===== src/rtl/seq_alu.sv =====
// -----------------------------------------------------------------------------
// seq_alu -- sequential ALU with a valid/ready request and result handshake.
//
// A request is accepted in IDLE (in_valid && in_ready). The operands and opcode
// are latched, so later input changes cannot affect that operation. The next
// cycle (EXEC) either finishes a single-cycle operation or loads the iterative
// datapath. The result and flags then hold in DONE until out_valid && out_ready.
//
// Ports
//   clk         rising-edge clock
//   rst         synchronous active-high reset
//   in_valid    request valid
//   in_ready    block can accept a request (IDLE only)
//   A, B        operands, WIDTH bits
//   opcode      operation select (4 bits)
//   out_valid   result/flags valid (DONE only)
//   out_ready   consumer accepts the result
//   result      operation result, WIDTH bits
//   carry_flag  carry / borrow / multiply overflow / divide-by-zero
//   zero_flag   result == 0
//
// Opcodes: 0000 ADD, 0001 SUB, 0010 AND, 0011 OR, 0100 NOT A, 0101 MUL,
//          0110 DIV, 0111 XOR, 1111 PASS A. Any other code gives 0 with no carry.
//
// Build option: macro SEQ_ALU_MULDIV_EN.
//   Defined:   MUL is shift-add over WIDTH cycles and DIV is restoring division
//              over WIDTH cycles. DIV by zero finishes in one cycle with all
//              ones and carry set.
//   Undefined: MUL and DIV are treated as undefined opcodes, with one-cycle
//              latency. The BUSY state, the counter and the shift registers
//              are not built.
// -----------------------------------------------------------------------------
module seq_alu #(
  parameter int WIDTH = 8
) (
  input  logic             clk,
  input  logic             rst,
  input  logic             in_valid,
  output logic             in_ready,
  input  logic [WIDTH-1:0] A,
  input  logic [WIDTH-1:0] B,
  input  logic [3:0]       opcode,
  output logic             out_valid,
  input  logic             out_ready,
  output logic [WIDTH-1:0] result,
  output logic             carry_flag,
  output logic             zero_flag
);

  localparam logic [3:0] OP_ADD  = 4'b0000;
  localparam logic [3:0] OP_SUB  = 4'b0001;
  localparam logic [3:0] OP_AND  = 4'b0010;
  localparam logic [3:0] OP_OR   = 4'b0011;
  localparam logic [3:0] OP_NOT  = 4'b0100;
  localparam logic [3:0] OP_MUL  = 4'b0101;
  localparam logic [3:0] OP_DIV  = 4'b0110;
  localparam logic [3:0] OP_XOR  = 4'b0111;
  localparam logic [3:0] OP_PASS = 4'b1111;

`ifdef SEQ_ALU_MULDIV_EN
  typedef enum logic [1:0] {IDLE = 2'd0, EXEC = 2'd1, BUSY = 2'd2, DONE = 2'd3} state_t;
`else
  typedef enum logic [1:0] {IDLE = 2'd0, EXEC = 2'd1, DONE = 2'd3} state_t;
`endif

  state_t           state_q, state_d;
  logic [WIDTH-1:0] a_q, a_d, b_q, b_d;
  logic [3:0]       op_q, op_d;
  logic [WIDTH-1:0] result_q, result_d;
  logic             carry_q, carry_d;
  logic             zero_q, zero_d;

  // Single-cycle datapath, evaluated from the latched operands.
  logic [WIDTH:0]   add_w, sub_w;
  logic [WIDTH-1:0] alu_res;
  logic             alu_carry;

  always_comb begin
    add_w     = {1'b0, a_q} + {1'b0, b_q};
    // The top bit of the zero-extended difference is the borrow, so it is 1 exactly when A < B.
    sub_w     = {1'b0, a_q} - {1'b0, b_q};
    alu_res   = '0;
    alu_carry = 1'b0;
    unique case (op_q)
      OP_ADD:  begin alu_res = add_w[WIDTH-1:0]; alu_carry = add_w[WIDTH]; end
      OP_SUB:  begin alu_res = sub_w[WIDTH-1:0]; alu_carry = sub_w[WIDTH]; end
      OP_AND:  alu_res = a_q & b_q;
      OP_OR:   alu_res = a_q | b_q;
      OP_NOT:  alu_res = ~a_q;
      OP_XOR:  alu_res = a_q ^ b_q;
      OP_PASS: alu_res = a_q;
`ifdef SEQ_ALU_MULDIV_EN
      // Only the B == 0 case reaches this path. Nonzero divisors go to BUSY.
      OP_DIV:  begin alu_res = '1; alu_carry = 1'b1; end
`endif
      default: ;  // undefined opcodes (and MUL/DIV when the option is off) give 0
    endcase
  end

`ifdef SEQ_ALU_MULDIV_EN
  localparam int CW = (WIDTH > 1) ? $clog2(WIDTH) : 1;

  // hi/lo hold the product halves during MUL.
  // During DIV they hold the remainder and the dividend/quotient.
  logic [CW-1:0]    cnt_q, cnt_d;
  logic [WIDTH-1:0] hi_q, hi_d, lo_q, lo_d;
  logic             iter_op;
  logic             last_step;
  logic [WIDTH:0]   mul_sum;
  logic [WIDTH-1:0] mul_hi_nx, mul_lo_nx;
  logic [WIDTH:0]   div_shift;
  logic [WIDTH-1:0] div_diff, div_rem_nx, div_quo_nx;
  logic             div_ge;

  always_comb begin
    iter_op   = (op_q == OP_MUL) || ((op_q == OP_DIV) && (b_q != '0));
    last_step = (cnt_q == CW'(WIDTH - 1));

    // Shift-add step: add the multiplicand when the multiplier LSB is set,
    // then shift {carry, hi, lo} right by one.
    mul_sum   = {1'b0, hi_q} + (lo_q[0] ? {1'b0, a_q} : '0);
    mul_hi_nx = mul_sum[WIDTH:1];
    mul_lo_nx = {mul_sum[0], lo_q[WIDTH-1:1]};

    // Restoring step: shift the next dividend bit into the remainder, then
    // subtract the divisor if it fits. The remainder stays below B, so the
    // difference fits in WIDTH bits.
    div_shift  = {hi_q, lo_q[WIDTH-1]};
    div_ge     = (div_shift >= {1'b0, b_q});
    div_diff   = div_shift[WIDTH-1:0] - b_q;
    div_rem_nx = div_ge ? div_diff : div_shift[WIDTH-1:0];
    div_quo_nx = {lo_q[WIDTH-2:0], div_ge};
  end
`endif

  // NOTE: every *_d gets a default first, so no path through the case leaves a
  // signal unassigned and no latch is inferred.
  always_comb begin
    state_d  = state_q;
    a_d      = a_q;
    b_d      = b_q;
    op_d     = op_q;
    result_d = result_q;
    carry_d  = carry_q;
    zero_d   = zero_q;
`ifdef SEQ_ALU_MULDIV_EN
    cnt_d    = cnt_q;
    hi_d     = hi_q;
    lo_d     = lo_q;
`endif

    unique case (state_q)
      IDLE: begin
        if (in_valid) begin
          a_d     = A;
          b_d     = B;
          op_d    = opcode;
          state_d = EXEC;
        end
      end

      EXEC: begin
`ifdef SEQ_ALU_MULDIV_EN
        if (iter_op) begin
          cnt_d   = '0;
          hi_d    = '0;
          lo_d    = (op_q == OP_MUL) ? b_q : a_q;
          state_d = BUSY;
        end else begin
`else
        begin
`endif
          result_d = alu_res;
          carry_d  = alu_carry;
          zero_d   = (alu_res == '0);
          state_d  = DONE;
        end
      end

`ifdef SEQ_ALU_MULDIV_EN
      BUSY: begin
        hi_d = (op_q == OP_MUL) ? mul_hi_nx : div_rem_nx;
        lo_d = (op_q == OP_MUL) ? mul_lo_nx : div_quo_nx;
        if (last_step) begin
          state_d = DONE;
          if (op_q == OP_MUL) begin
            result_d = mul_lo_nx;
            carry_d  = (mul_hi_nx != '0);
            zero_d   = (mul_lo_nx == '0);
          end else begin
            result_d = div_quo_nx;
            carry_d  = 1'b0;
            zero_d   = (div_quo_nx == '0);
          end
        end else begin
          cnt_d = cnt_q + CW'(1);
        end
      end
`endif

      DONE: begin
        if (out_ready) state_d = IDLE;
      end

      default: state_d = IDLE;
    endcase
  end

  // NOTE: sequential state uses non-blocking assignments only, so every
  // register samples the values from before the edge, whatever order the
  // statements are written in.
  always_ff @(posedge clk) begin
    if (rst) begin
      state_q  <= IDLE;
      result_q <= '0;
      carry_q  <= 1'b0;
      zero_q   <= 1'b0;
    end else begin
      state_q  <= state_d;
      result_q <= result_d;
      carry_q  <= carry_d;
      zero_q   <= zero_d;
    end
  end

  // NOTE: the operand and iteration registers have no reset. They are always
  // loaded before they are read, and leaving them out of reset keeps reset
  // off the wide datapath.
  always_ff @(posedge clk) begin
    a_q  <= a_d;
    b_q  <= b_d;
    op_q <= op_d;
`ifdef SEQ_ALU_MULDIV_EN
    cnt_q <= cnt_d;
    hi_q  <= hi_d;
    lo_q  <= lo_d;
`endif
  end

  assign in_ready   = (state_q == IDLE);
  assign out_valid  = (state_q == DONE);
  assign result     = result_q;
  assign carry_flag = carry_q;
  assign zero_flag  = zero_q;

endmodule


===== config.mk =====
export PLATFORM = sky130hd
export DESIGN_NAME = seq_alu
export DESIGN_NICKNAME = d
export VERILOG_FILES = /design/src/rtl/seq_alu.sv
export SDC_FILE = /design/constraint.sdc
export NUM_CORES = 1
export LEC_CHECK = 0
export BUFFER_PORTS_ARGS = -buffer_cell sky130_fd_sc_hd__clkbuf_2
export CORE_ASPECT_RATIO = 0.7
export CORE_MARGIN = 8
export CORE_UTILIZATION = 45
export DETAILED_ROUTE_END_ITERATION = 6
export GPL_TIMING_DRIVEN = 0
export PLACE_DENSITY = 0.66
export SLEW_MARGIN = 30
export SYNTH_ARGS = -nofsm -noshare
export SYNTH_HDL_FRONTEND = slang
export SYNTH_SLANG_ARGS = --single-unit

===== constraint.sdc =====
create_clock -name clk -period 3.1 [get_ports clk]
set_input_delay 0.62 -clock clk [delete_from_list [all_inputs] [get_ports clk]]
set_output_delay 0.62 -clock clk [all_outputs]
set_load 0.01 [all_outputs]

After elaboration in Yosys (flattened, before gate mapping)
Cells that the tools add are included.
{"block": "word_totals", "input_bits": 24, "wordCells": 33, "ff_bits": 32}
{"block": "op_classes", "reduce_logical": 5, "mux": 5, "bitwise": 4, "addsub": 2, "eq_ne": 10}
{"operator": "$pmux W8 S7", "n": 1}
{"operator": "$add A8 B8 Y9", "n": 1}
{"operator": "$sub A8 B8 Y9", "n": 1}
{"operator": "$and A8 B8 Y8", "n": 1}
{"operator": "$eq A4 B2 Y1 const B", "n": 2}
{"operator": "$eq A4 B3 Y1 const B", "n": 2}
{"operator": "$logic_not A8 Y1", "n": 1}
{"operator": "$not A8 Y8", "n": 1}
{"operator": "$or A8 B8 Y8", "n": 1}
{"operator": "$xor A8 B8 Y8", "n": 1}
{"operator": "$pmux W2 S3", "n": 1}
{"operator": "$eq A4 B1 Y1 const B", "n": 1}
{"operator": "$eq A4 B4 Y1 const B", "n": 1}
{"operator": "$logic_not A4 Y1", "n": 1}
{"operator": "$mux W2", "n": 2}
{"operator": "$reduce_and A2 Y1", "n": 2}
{"operator": "$eq A2 B1 Y1 const B", "n": 1}
{"operator": "$eq A2 B2 Y1 const B", "n": 1}
{"operator": "$logic_not A2 Y1", "n": 1}
{"operator": "$ne A2 B1 Y1 const B", "n": 1}
{"operator": "$ne A2 B2 Y1 const B", "n": 1}
{"operator": "$pmux W1 S2", "n": 1}

Longest topological paths before layout
Gate-level depths: netlist of run 1.
{"block": "depth", "depth_word": 3, "mapped_depth": 10, "mapped_depth_nobuf": 10}

Worst setup path after synthesis of run 1
OpenSTA, ideal clock, no wires.
{"block": "synth_timing", "kind": "flip-flop to flip-flop", "start": "register a_q[1]", "end": "register zero_q (netlist: zero_flag)", "slack_ns": 0.767, "setup_time_ns": 0.116, "required_ns": 2.984, "synth_period_minus_slack_ns": 2.333, "path_stages_with_launch": 10, "arrival_time_ns": 2.217, "path_cell_list": "edfxtp_1 -> inv_1 -> ha_1 -> a211oi_2 -> o41ai_2 -> or4b_1 -> o2111ai_1 -> a41oi_1 -> and3_1 -> a31o_1"}
{"block": "synth_between", "elab_chain_len": 3, "elab_cells_between_ends": 8, "classes_between": "add/sub (2); mux (1); bitwise (4); reduce/logical (1)"}
{"element": "from (decl)", "line": "67", "text": "logic [WIDTH-1:0] a_q, a_d, b_q, b_d;"}
{"element": "from (signal assigned)", "line": "230", "text": "a_q <= a_d;"}
{"element": "$sub A8 B8 Y9 (tied with other cells)", "line": "81", "text": "sub_w = {1'b0, a_q} - {1'b0, b_q};"}
{"element": "$pmux W8 S7 *", "line": "84", "text": "unique case (op_q)"}
{"element": "$logic_not A8 Y1 *", "line": "175", "text": "zero_d = (alu_res == '0);"}
{"element": "to (signal assigned)", "line": "222", "text": "zero_q <= zero_d;"}
{"element": "to (decl)", "line": "71", "text": "logic zero_q, zero_d;"}
Every way passes the cells marked *; elsewhere a longest branch is shown, timed or not.
A chain may end at the register's enable or synchronous reset.

Worst setup path after layout of run 1
Ends and elaborated chain as after synthesis.

==> results of run 1 <==
==> flip-flops by register name, summed over array words and instances (netlist names) <==
register	count
a_q	8
b_q	8
carry_flag	1
op_q	4
result	8
state_q	2
zero_flag	1
==> cells by family (layout without fill, tap and decap cells) <==
family | after synthesis | after routing | share of synthesized area, %
simple gates | 72 | 72 | 16.25
mux | 4 | 4 | 1.710
fa+ha+maj | 26 | 26 | 14.54
xor+xnor | 4 | 4 | 1.496
compound gates | 77 | 77 | 23.14
buf+inv | 38 | 80 | 6.948
flops | 32 | 32 | 35.92
==> per-stage QoR <==
step           hold WS [ps]  util [%]  area [um2]  instances  worst slack, ps
3_5_place_dp          490.8     50.95        2609        359            503.5
4_1_cts               501.8     52.52        2689        367            478.7
5_1_grt               495.7     52.52        2689        367            335.7
6_report              499.5     52.52        2689        367            470.0
3_3_place_gp          480.8     50.81        2601        359            516.6
2_1_floorplan         484.4         -        2341        253            767.0
==> layout make-up <==
class	instances	area [um2]
multi-input combinational	183	1345
timing repair buffer	34	170.2
buffer	13	68.82
tap	72	90.09
sequential	32	840.8
inverter	25	93.84
clock buffer	7	76.32
clock inverter	1	3.754
fill	517	2431
==> power breakdown <==
part	total [mW]	switching, mW	internal, mW
Clock	0.300	0.144	0.156
Combinational	0.329	0.197	0.133
Sequential	0.521	0.0280	0.493
Total	1.15	0.368	0.782
==> cell usage in the layout, fill, tap and decap left out, types with 6 or more instances in the layout <==
cell type / instances
sky130_fd_sc_hd__nor2_1: 18
sky130_fd_sc_hd__a21oi_1: 18
sky130_fd_sc_hd__dfxtp_1: 12
sky130_fd_sc_hd__ha_1: 24
sky130_fd_sc_hd__a211oi_1: 10
sky130_fd_sc_hd__nand3_1: 12
sky130_fd_sc_hd__inv_1: 24
sky130_fd_sc_hd__nor3_1: 6
sky130_fd_sc_hd__edfxtp_1: 20
sky130_fd_sc_hd__nand2_1: 10
sky130_fd_sc_hd__buf_2: 10
sky130_fd_sc_hd__o21ai_0: 13
sky130_fd_sc_hd__nor2b_1: 6
sky130_fd_sc_hd__clkbuf_2: 34
==> routing by layer <==
metal	track usage [%]	share of wire, %	wire length, um
met3	4.562	8.3	481
met5	0	0	0
met4	3.212	0.47	27
met2	19.87	39	2236
met1	23.28	52	3032
==> worst min-delay path, cell delays in order, from the launching register on <==
cell and delay, ps:
sky130_fd_sc_hd__dfxtp_1 310, sky130_fd_sc_hd__nor2_1 100, sky130_fd_sc_hd__a211oi_1 50
==> worst paths after layout <==
path / from / slack (ps) / to / depth (start not counted)
worst max-delay path: a_q[1] / 470 / zero_flag / 9
worst min-delay path: result[4] / 500 / result[4] / 2
worst max register to register: a_q[1] / 470 / zero_flag / 9
worst min register to register: result[4] / 500 / result[4] / 2
==> summary.log, run 1 <==
INFO  synth          synth.area.top_cells=sky130_fd_sc_hd__edfxtp_1 26%, sky130_fd_sc_hd__ha_1 13%, sky130_fd_sc_hd__dfxtp_1 10%, sky130_fd_sc_hd__a21oi_1 3.8%, sky130_fd_sc_hd__inv_1 3.8%
INFO  routing        number_of_design_rule_violations_left_after_detail_routing=0
INFO  worst_setup_path worst-setup-path-type=reg2reg
INFO  worst_setup_path critical-path-slowest-cell=sky130_fd_sc_hd__edfxtp_1
INFO  timing         max_freq=0.3802GHz
INFO  routing        drt_iter0_drc=192
INFO  synth          most_instantiated_cells_after_synthesis=24 x sky130_fd_sc_hd__ha_1, 24 x sky130_fd_sc_hd__inv_1, 20 x sky130_fd_sc_hd__edfxtp_1, 19 x sky130_fd_sc_hd__nor2_1, 18 x sky130_fd_sc_hd__a21oi_1
INFO  worst_setup_path critPathLaunchType=register
INFO  synth          synth_fp_nets=303
INFO  synth          synth_async_sr_flop_share=0%
INFO  floorplanning  floorplan.die_area=0.007803mm2
INFO  worst_setup_path worst-endpoint-required=3320ps
INFO  global_route   antenna_violations_before_repair=0
INFO  clock_network  clock_h_tree_levels=2
INFO  final_layout   fraction_of_final_layout_cells_with_drive_strength_greater_than_1=19.66%
INFO  timing         max-slew-margin-rel=37.06%
INFO  routing        drt-pass1-iter-count=4
INFO  worst_setup_path critPathBufInv=1
INFO  synth          netlist_instances=253
INFO  timing         skew=3.826ps
INFO  timing         aggregate_negative_setup_slack=0ps
INFO  clock_network  insertion_delay=280ps
INFO  floorplanning  floorplan.io_pins=36
INFO  place          detailedPlacementHpwl=4549um
INFO  final_layout   area_growth=14.86%
INFO  synth          post_synthesis_cell_type_with_the_largest_combined_area=sky130_fd_sc_hd__edfxtp_1
INFO  global_route   number_of_global_route_vias_before_repair=1921
INFO  floorplanning  die_h=76.35um
INFO  timing         finalCritPeriodShare=84.84%
INFO  routing        drt-vias-per-instance=5.493
INFO  synth          synthesis.yosys.warnings=0
INFO  power          power_per_cell_area=427.7mW/mm2
INFO  clock_network  clock_path_buffers=2
INFO  synth          synth.ff_latch_count=32
INFO  global_route   grt_overflow=0
INFO  routing        route.vias.total=2016
INFO  synth          netlist-cell-type-count=58
INFO  worst_setup_path cp_cell_sequence=inv_1, ha_1, o21bai_1, a21oi_1, o311ai_0, a21oi_1, mux2i_1, nor3_1, a31o_1
INFO  global_route   grt_max_degree=21
INFO  synth          share_of_the_synthesized_area_in_the_top_cell_type=25.65%
INFO  timing         fin_crit=2630ps
INFO  floorplanning  core.rowCount=22
INFO  worst_setup_path crit_top_cell=sky130_fd_sc_hd__a21oi_1
INFO  synth          synth.cell_area=0.002341mm2
INFO  clock_network  cts-buffers-inserted=5
INFO  timing         finalHoldViolations=0
INFO  synth          synthesis.area_per_instance=9.253um2
INFO  final_layout   final_net_count=344
INFO  floorplanning  die_w=102.2um
INFO  hold_path      min-delay-path-class=reg2reg
INFO  place          finalWeightedCongestion=0.8958
INFO  floorplanning  placeableCoreArea=0.005120mm2
INFO  timing         slew_violations=0
INFO  run            drv.max_cap_violation_count=0
INFO  power          vdd_drop_max=246.1uV
INFO  worst_setup_path cp_max_fo=6
INFO  synth          ys_dominant_reg_cell=sky130_fd_sc_hd__edfxtp_1
INFO  global_route   gr-usage-all-layers=15.22%
INFO  clock_network  post_cts_hold_buffer_count=0
INFO  worst_setup_path worst_ep_arrival_time=2850ps
INFO  worst_setup_path cell_class_contributing_the_biggest_share_of_worst_path_delay=compound AO/OA/AOI/OAI gates
INFO  clock_network  ctsRootBufferMaster=sky130_fd_sc_hd__clkbuf_8
INFO  clock_network  post-cts-setup-buffers=0
INFO  final_layout   count_of_antenna_diodes_in_the_layout=0
INFO  timing         worst_margin_pin_slew=935.5ps
INFO  clock_network  worst_setup_hold_path_clk_slew=60ps
INFO  place          place.port_buffers=34
INFO  global_route   grt_first_pass_wirelength=9494um
INFO  timing         rsz0062_at_grt=false
INFO  clock_network  clock_tree_from_tritoncts=yes
INFO  clock_network  cts_resized=0
INFO  timing         setup-violations-final=0
INFO  worst_setup_path worst_path_largest_cell_delay=470ps
INFO  power          power.leakage=1.153nW
INFO  routing        drt.antenna.violating_nets=0
INFO  routing        drt_wl_total=5778um
INFO  clock_network  clock-sinks=32
INFO  synth          synth-edff-count=20
INFO  routing        wl_per_cell=15.74um
INFO  power          total_power=1.150mW
INFO  run_status     run_status=completed
INFO  worst_setup_path critical_path.endpoint_type=register
INFO  synth          synth-seq-area-share=35.92%
INFO  floorplanning  start_util=45.72%
Note: power is estimated with default switching activity, not from simulation.
==> inputs of run 2 (changes only) <==
--- a/config.mk
+++ b/config.mk
@@ -11,7 +11,7 @@
 export CORE_UTILIZATION = 45
 export DETAILED_ROUTE_END_ITERATION = 6
 export GPL_TIMING_DRIVEN = 0
-export PLACE_DENSITY = 0.66
+export PLACE_DENSITY = 0.68
 export SLEW_MARGIN = 30
 export SYNTH_ARGS = -nofsm -noshare
 export SYNTH_HDL_FRONTEND = slang
==> constraint.sdc (replaced) <==
create_clock -name clk -period 2.4 [get_ports clk]
set_input_delay 0.48 -clock clk [delete_from_list [all_inputs] [get_ports clk]]
set_output_delay 0.48 -clock clk [all_outputs]
set_load 0.01 [all_outputs]
==> summary.log, run 2 (synthesis results as in run 1) <==
INFO  run_status     run_status=completed
INFO  routing        drt.antenna.violating_nets=0
INFO  clock_network  clock_path_buffers=2
INFO  clock_network  worst_setup_hold_path_clk_slew=70ps
INFO  routing        drt-pass1-iter-count=5
INFO  final_layout   fraction_of_final_layout_cells_with_drive_strength_greater_than_1=30.59%
INFO  routing        drt_iter0_drc=178
INFO  timing         skew=3.867ps
INFO  timing         worst_margin_pin_slew=594.1ps
INFO  clock_network  insertion_delay=280ps
INFO  final_layout   final_net_count=353
INFO  worst_setup_path worstReg2RegEnd=zero_flag
INFO  global_route   grt_overflow=0
INFO  hold_path      whs_endpoint=a_q[4]
INFO  routing        number_of_design_rule_violations_left_after_detail_routing=0
INFO  floorplanning  die_h=76.35um
INFO  timing         aggregate_negative_setup_slack=0ps
INFO  place          detailedPlacementHpwl=4494um
INFO  worst_setup_path timing.reg2reg.worst_path_depth=9
INFO  clock_network  clock_h_tree_levels=2
INFO  worst_setup_path critPathLaunchType=register
INFO  clock_network  post_cts_hold_buffer_count=0
INFO  hold_path      timing.hold.worst_path_depth=1
INFO  final_layout   area_growth=24.10%
INFO  final_layout   count_of_antenna_diodes_in_the_layout=0
INFO  timing         slew_violations=0
INFO  timing         setup-violations-final=0
INFO  timing         max_freq=0.4185GHz
INFO  worst_setup_path timing.rr.start=a_q[1]
INFO  final_layout   finalCoreUtilization=56.74%
INFO  timing         finalHoldViolations=0
INFO  power          power.leakage=1.207nW
INFO  final_layout   final_common_cell=sky130_fd_sc_hd__clkbuf_2
INFO  hold_path      min-delay-path-class=in2reg
INFO  power          vdd_drop_max=358.6uV
INFO  worst_setup_path worst-endpoint-required=2580ps
INFO  global_route   antenna_violations_before_repair=0
INFO  floorplanning  start_util=45.72%
INFO  timing         fin_crit=2390ps
INFO  final_layout   filler_cell_count=471
INFO  clock_network  clock-sinks=32
INFO  floorplanning  floorplan.die_area=0.007803mm2
INFO  routing        wl_per_cell=16.39um
INFO  timing         finalCritPeriodShare=99.57%
INFO  routing        drt_wl_total=6162um
INFO  power          power_per_cell_area=540.8mW/mm2
INFO  worst_setup_path worst-setup-path-type=reg2reg
INFO  global_route   grt_first_pass_wirelength=9729um
INFO  final_layout   most_frequent_cells_in_the_layout=34 x sky130_fd_sc_hd__clkbuf_2, 21 x sky130_fd_sc_hd__inv_1, 20 x sky130_fd_sc_hd__edfxtp_1, 17 x sky130_fd_sc_hd__nor2_1, 16 x sky130_fd_sc_hd__ha_1
INFO  timing         hold_ws=365.9ps
INFO  routing        drt-vias-per-instance=5.641
INFO  global_route   gr-usage-all-layers=15.72%
INFO  worst_setup_path cp_max_fo=3
INFO  timing         max-slew-margin-rel=60.30%
INFO  floorplanning  placeableCoreArea=0.005120mm2
INFO  clock_network  clock_tree_from_tritoncts=yes
INFO  worst_setup_path worst_ep_arrival_time=2570ps
INFO  timing         rsz0062_at_grt=true
INFO  clock_network  cts-buffers-inserted=5
INFO  global_route   grt_max_degree=21
INFO  place          place.port_buffers=34
INFO  hold_path      start_point_of_the_worst_hold_path=A[4]
INFO  worst_setup_path reg2reg_setup_slack=10ps
INFO  routing        route.vias.total=2121
INFO  place          finalWeightedCongestion=0.9036
INFO  floorplanning  core.rowCount=22
INFO  worst_setup_path critical_path.endpoint_type=register
INFO  global_route   number_of_global_route_vias_before_repair=1942
INFO  clock_network  ctsRootBufferMaster=sky130_fd_sc_hd__clkbuf_8
INFO  final_layout   seqCellArea=840.8um2
INFO  floorplanning  floorplan.io_pins=36
INFO  run            drv.max_cap_violation_count=0
INFO  power          total_power=1.571mW
INFO  floorplanning  die_w=102.2um
INFO  final_layout   multi_input_comb_area=0.001488mm2
-- run 2: cell types whose count changed in the layout (fill, tap and decap cells not counted), sizes merged --
cell | before | now
buf | 11 | 20
-- run 2: worst max-delay path by stage --
stage | start | end | depth (start not counted)
global placement | a_q[1] | zero_flag | 9
global route | b_q[0] | zero_flag | 9
detailed placement | a_q[1] | zero_flag | 9
floorplan | a_q[1] | zero_flag | 9
finish | a_q[1] | zero_flag | 9
CTS | a_q[0] | zero_flag | 8
-- run 2: power breakdown --
group	switching (mW)	internal (mW)	leakage, nW
Sequential	0.0342	0.637	0.288
Clock	0.194	0.202	0.0399
Combinational	0.291	0.214	0.880
-- run 2: final cells by class --
class / count / area share, %
tap: 72 / 3.101
clock buffer: 7 / 2.627
sequential: 32 / 28.94
timing repair buffer: 43 / 8.183
buffer: 13 / 2.584
clock inverter: 1 / 0.1292
inverter: 25 / 3.230
multi-input combinational: 183 / 51.21
-- run 2: timing repair --
item | in CTS | in global routing
buffers inserted | 2 | 7
gates resized for setup | 6 | 28
endpoints found under the setup margin | 4 | 5
endpoints found under the hold margin | 0 | 0
pin swaps | 1 | 13
-- run 2: critical path, cell delays in order (launching register included) --
cell and delay, ps:
sky130_fd_sc_hd__edfxtp_1 420, sky130_fd_sc_hd__inv_2 120, sky130_fd_sc_hd__ha_4 230, sky130_fd_sc_hd__a211oi_4 290, sky130_fd_sc_hd__o41ai_4 110, sky130_fd_sc_hd__or4b_1 540, sky130_fd_sc_hd__o2111ai_2 110, sky130_fd_sc_hd__a41oi_2 70
sky130_fd_sc_hd__and3_1 190, sky130_fd_sc_hd__a31o_1 200
-- run 2: layer usage --
layer | vias up | track usage (%) | wire length [um]
met5 | - | 0 | 0
met2 | 109 | 21.88 | 2574
li1 | 1024 | - | -
met1 | 973 | 22.54 | 2930
met3 | 15 | 4.562 | 550
met4 | 0 | 4.526 | 106
-- run 2: per-stage QoR --
| stage | area, um2 | worst slack [ps] | cells |
|---|---|---|---|
| finish | 2905 | 10.33 | 376 |
| global route | 2905 | -99.78 | 376 |
| CTS | 2725 | -40.24 | 369 |
| detailed placement | 2609 | -188.8 | 359 |
| global placement | 2601 | -164.8 | 359 |
| floorplan | 2341 | 66.99 | 253 |
==> inputs of run 3 (changes only) <==
--- a/config.mk
+++ b/config.mk
@@ -7,7 +7,7 @@
 export LEC_CHECK = 0
 export BUFFER_PORTS_ARGS = -buffer_cell sky130_fd_sc_hd__clkbuf_2
 export CORE_ASPECT_RATIO = 0.7
-export CORE_MARGIN = 8
+export CORE_MARGIN = 2
 export CORE_UTILIZATION = 45
 export DETAILED_ROUTE_END_ITERATION = 6
 export GPL_TIMING_DRIVEN = 0
==> summary.log, run 3 (synthesis results as in run 1) <==
INFO  run_status     run_status=finished with violations
INFO  run_status     violations_in_the_final_reports=negative setup slack
INFO  place          finalWeightedCongestion=0.9396
INFO  final_layout   final_common_cell=sky130_fd_sc_hd__clkbuf_2
INFO  place          detailedPlacementHpwl=4453um
INFO  power          vdd_drop_max=294.9uV
INFO  routing        wl_per_cell=17.56um
INFO  timing         max_freq=0.3938GHz
INFO  timing         finalCritPeriodShare=105.8%
INFO  worst_setup_path worst-setup-path-type=reg2reg
INFO  hold_path      min-delay-path-class=in2reg
INFO  final_layout   most_frequent_cells_in_the_layout=34 x sky130_fd_sc_hd__clkbuf_2, 23 x sky130_fd_sc_hd__inv_1, 20 x sky130_fd_sc_hd__edfxtp_1, 17 x sky130_fd_sc_hd__nor2_1, 16 x sky130_fd_sc_hd__ha_1
INFO  routing        drt.antenna.violating_nets=0
INFO  final_layout   fraction_of_final_layout_cells_with_drive_strength_greater_than_1=32.47%
INFO  timing         setup-violations-final=2
INFO  worst_setup_path reg2reg_setup_slack=-140ps
INFO  routing        drt-pass1-iter-count=7
INFO  timing         skew=9.683ps
INFO  clock_network  post_cts_hold_buffer_count=0
INFO  global_route   number_of_global_route_vias_before_repair=2080
INFO  place          place.port_buffers=34
INFO  floorplanning  placeableCoreArea=0.004887mm2
INFO  timing         post-route-worst-setup-slack=-139.1ps
INFO  floorplanning  floorplan.io_pins=36
INFO  place          pre_cts_slack=-228.6ps
INFO  worst_setup_path cp_max_fo=3
INFO  routing        drt_wl_total=6620um
INFO  global_route   gr-usage-all-layers=23.28%
INFO  timing         fin_crit=2539ps
INFO  worst_setup_path critical_path.endpoint_type=register
INFO  timing         aggregate_negative_setup_slack=-201.4ps
INFO  floorplanning  die_w=90.21um
INFO  global_route   grt_max_degree=21
INFO  worst_setup_path cp_cell_sequence=inv_2, ha_4, a211oi_4, o41ai_4, or4b_4, o2111ai_2, a41oi_2, and3_1, a31o_1
INFO  clock_network  clock_h_tree_levels=2
INFO  routing        drt-vias-per-instance=5.883
INFO  clock_network  ctsRootBufferMaster=sky130_fd_sc_hd__clkbuf_8
INFO  timing         worst_margin_pin_slew=915.7ps
INFO  worst_setup_path worst-endpoint-required=2580ps
INFO  timing         max-slew-margin-rel=38.39%
INFO  final_layout   final_net_count=357
INFO  power          power.leakage=1.237nW
INFO  worst_setup_path worst_ep_arrival_time=2720ps
INFO  clock_network  clock_tree_from_tritoncts=yes
INFO  run            drv.max_cap_violation_count=0
INFO  timing         rsz0062_at_grt=true
INFO  global_route   grt_first_pass_wirelength=10520um
INFO  routing        number_of_design_rule_violations_left_after_detail_routing=0
INFO  final_layout   area_growth=26.46%
INFO  timing         slew_violations=0
INFO  global_route   antenna_violations_before_repair=0
INFO  clock_network  clock_path_buffers=2
INFO  routing        drt_iter0_drc=216
INFO  clock_network  insertion_delay=290ps
INFO  floorplanning  die_h=64.35um
INFO  worst_setup_path worst_path_largest_cell_delay=510ps
INFO  routing        route.vias.total=2218
INFO  power          power_per_cell_area=549.4mW/mm2
INFO  final_layout   filler_cell_count=429
INFO  final_layout   count_of_antenna_diodes_in_the_layout=0
INFO  floorplanning  start_util=47.90%
INFO  worst_setup_path critical-path-slowest-cell=sky130_fd_sc_hd__or4b_4
INFO  timing         finalHoldViolations=0
INFO  global_route   grt_overflow=0
INFO  clock_network  clock-sinks=32
INFO  clock_network  cts-buffers-inserted=5
INFO  floorplanning  floorplan.die_area=0.005804mm2
INFO  clock_network  worst_setup_hold_path_clk_slew=80ps
INFO  floorplanning  core.rowCount=21
INFO  worst_setup_path critPathLaunchType=register
## run 3: cell count changes in the layout (fill, tap and decap cells not counted), moves of 2 or more
cell	previous run	this run
sky130_fd_sc_hd__a21oi_1	14	12
sky130_fd_sc_hd__a21oi_2	4	6
sky130_fd_sc_hd__buf_4	9	11
sky130_fd_sc_hd__inv_1	21	23
sky130_fd_sc_hd__inv_2	4	2
## run 3: worst paths after layout
| check | from | to | cells past startpoint |
|---|---|---|---|
| max reg2reg | a_q[1] | zero_flag | 9 |
| max | a_q[1] | zero_flag | 9 |
| min reg2reg | result[4] | result[4] | 2 |
| min | A[4] | a_q[4] | 1 |
## run 3: repair_timing
item                                    in CTS  in global routing
gates resized for setup                     14                 26
pin swaps                                    2                 17
endpoints found under the setup margin       5                  5
buffers inserted                             7                  6
## run 3: per-stage QoR
step / instances / utilization (%) / hold WS (ps) / cell area, um2 / power (mW)
floorplan: 253 / - / 484.4 / 2341 / 0.9748
global placement: 356 / 53.15 / 483.9 / 2597 / 1.098
detailed placement: 356 / 53.30 / 487.7 / 2605 / 1.106
CTS: 371 / 57.50 / 363.2 / 2810 / 1.552
global route: 377 / 60.57 / 359.3 / 2960 / 1.705
finish: 377 / 60.57 / 359.5 / 2960 / 1.626
## run 3: layout make-up
class	count	area (um2)	share of cell area, %
multi-input cells	183	1511	51.06
inverters	25	93.84	3.170
clock inverters	1	5.005	0.1691
well taps	69	86.33	2.916
repair buffers	47	275.3	9.298
plain buffers	13	71.32	2.409
clock buffers	7	76.32	2.578
flip-flops and latches	32	840.8	28.40
## run 3: layer usage
metal  vias to the layer above  global-route usage [%]  routed length, um  share of wire [%]
li1                       1039                       -                  -                  -
met1                      1046                   31.67               3049                 46
met2                       117                   36.47               2891                 44
met3                        16                   6.250                562                8.5
met4                         0                   6.923                116                1.8
met5                         -                       0                  0                  0
## run 3: power breakdown
| part | switching (mW) | leakage (nW) | internal [mW] |
|---|---|---|---|
| Clock | 0.213 | 0.0422 | 0.204 |
| Sequential | 0.0320 | 0.288 | 0.636 |
| Combinational | 0.317 | 0.907 | 0.225 |
## run 3: critical path, delay by kind of cell, from the launching register on
kind,cells,cell delay [ps]
adder cells (fa/ha/maj),1,220
AO/OA/AOI/OAI,5,860
flip-flops,1,460
AND/OR/NAND/NOR,2,760
buffers and inverters,1,120
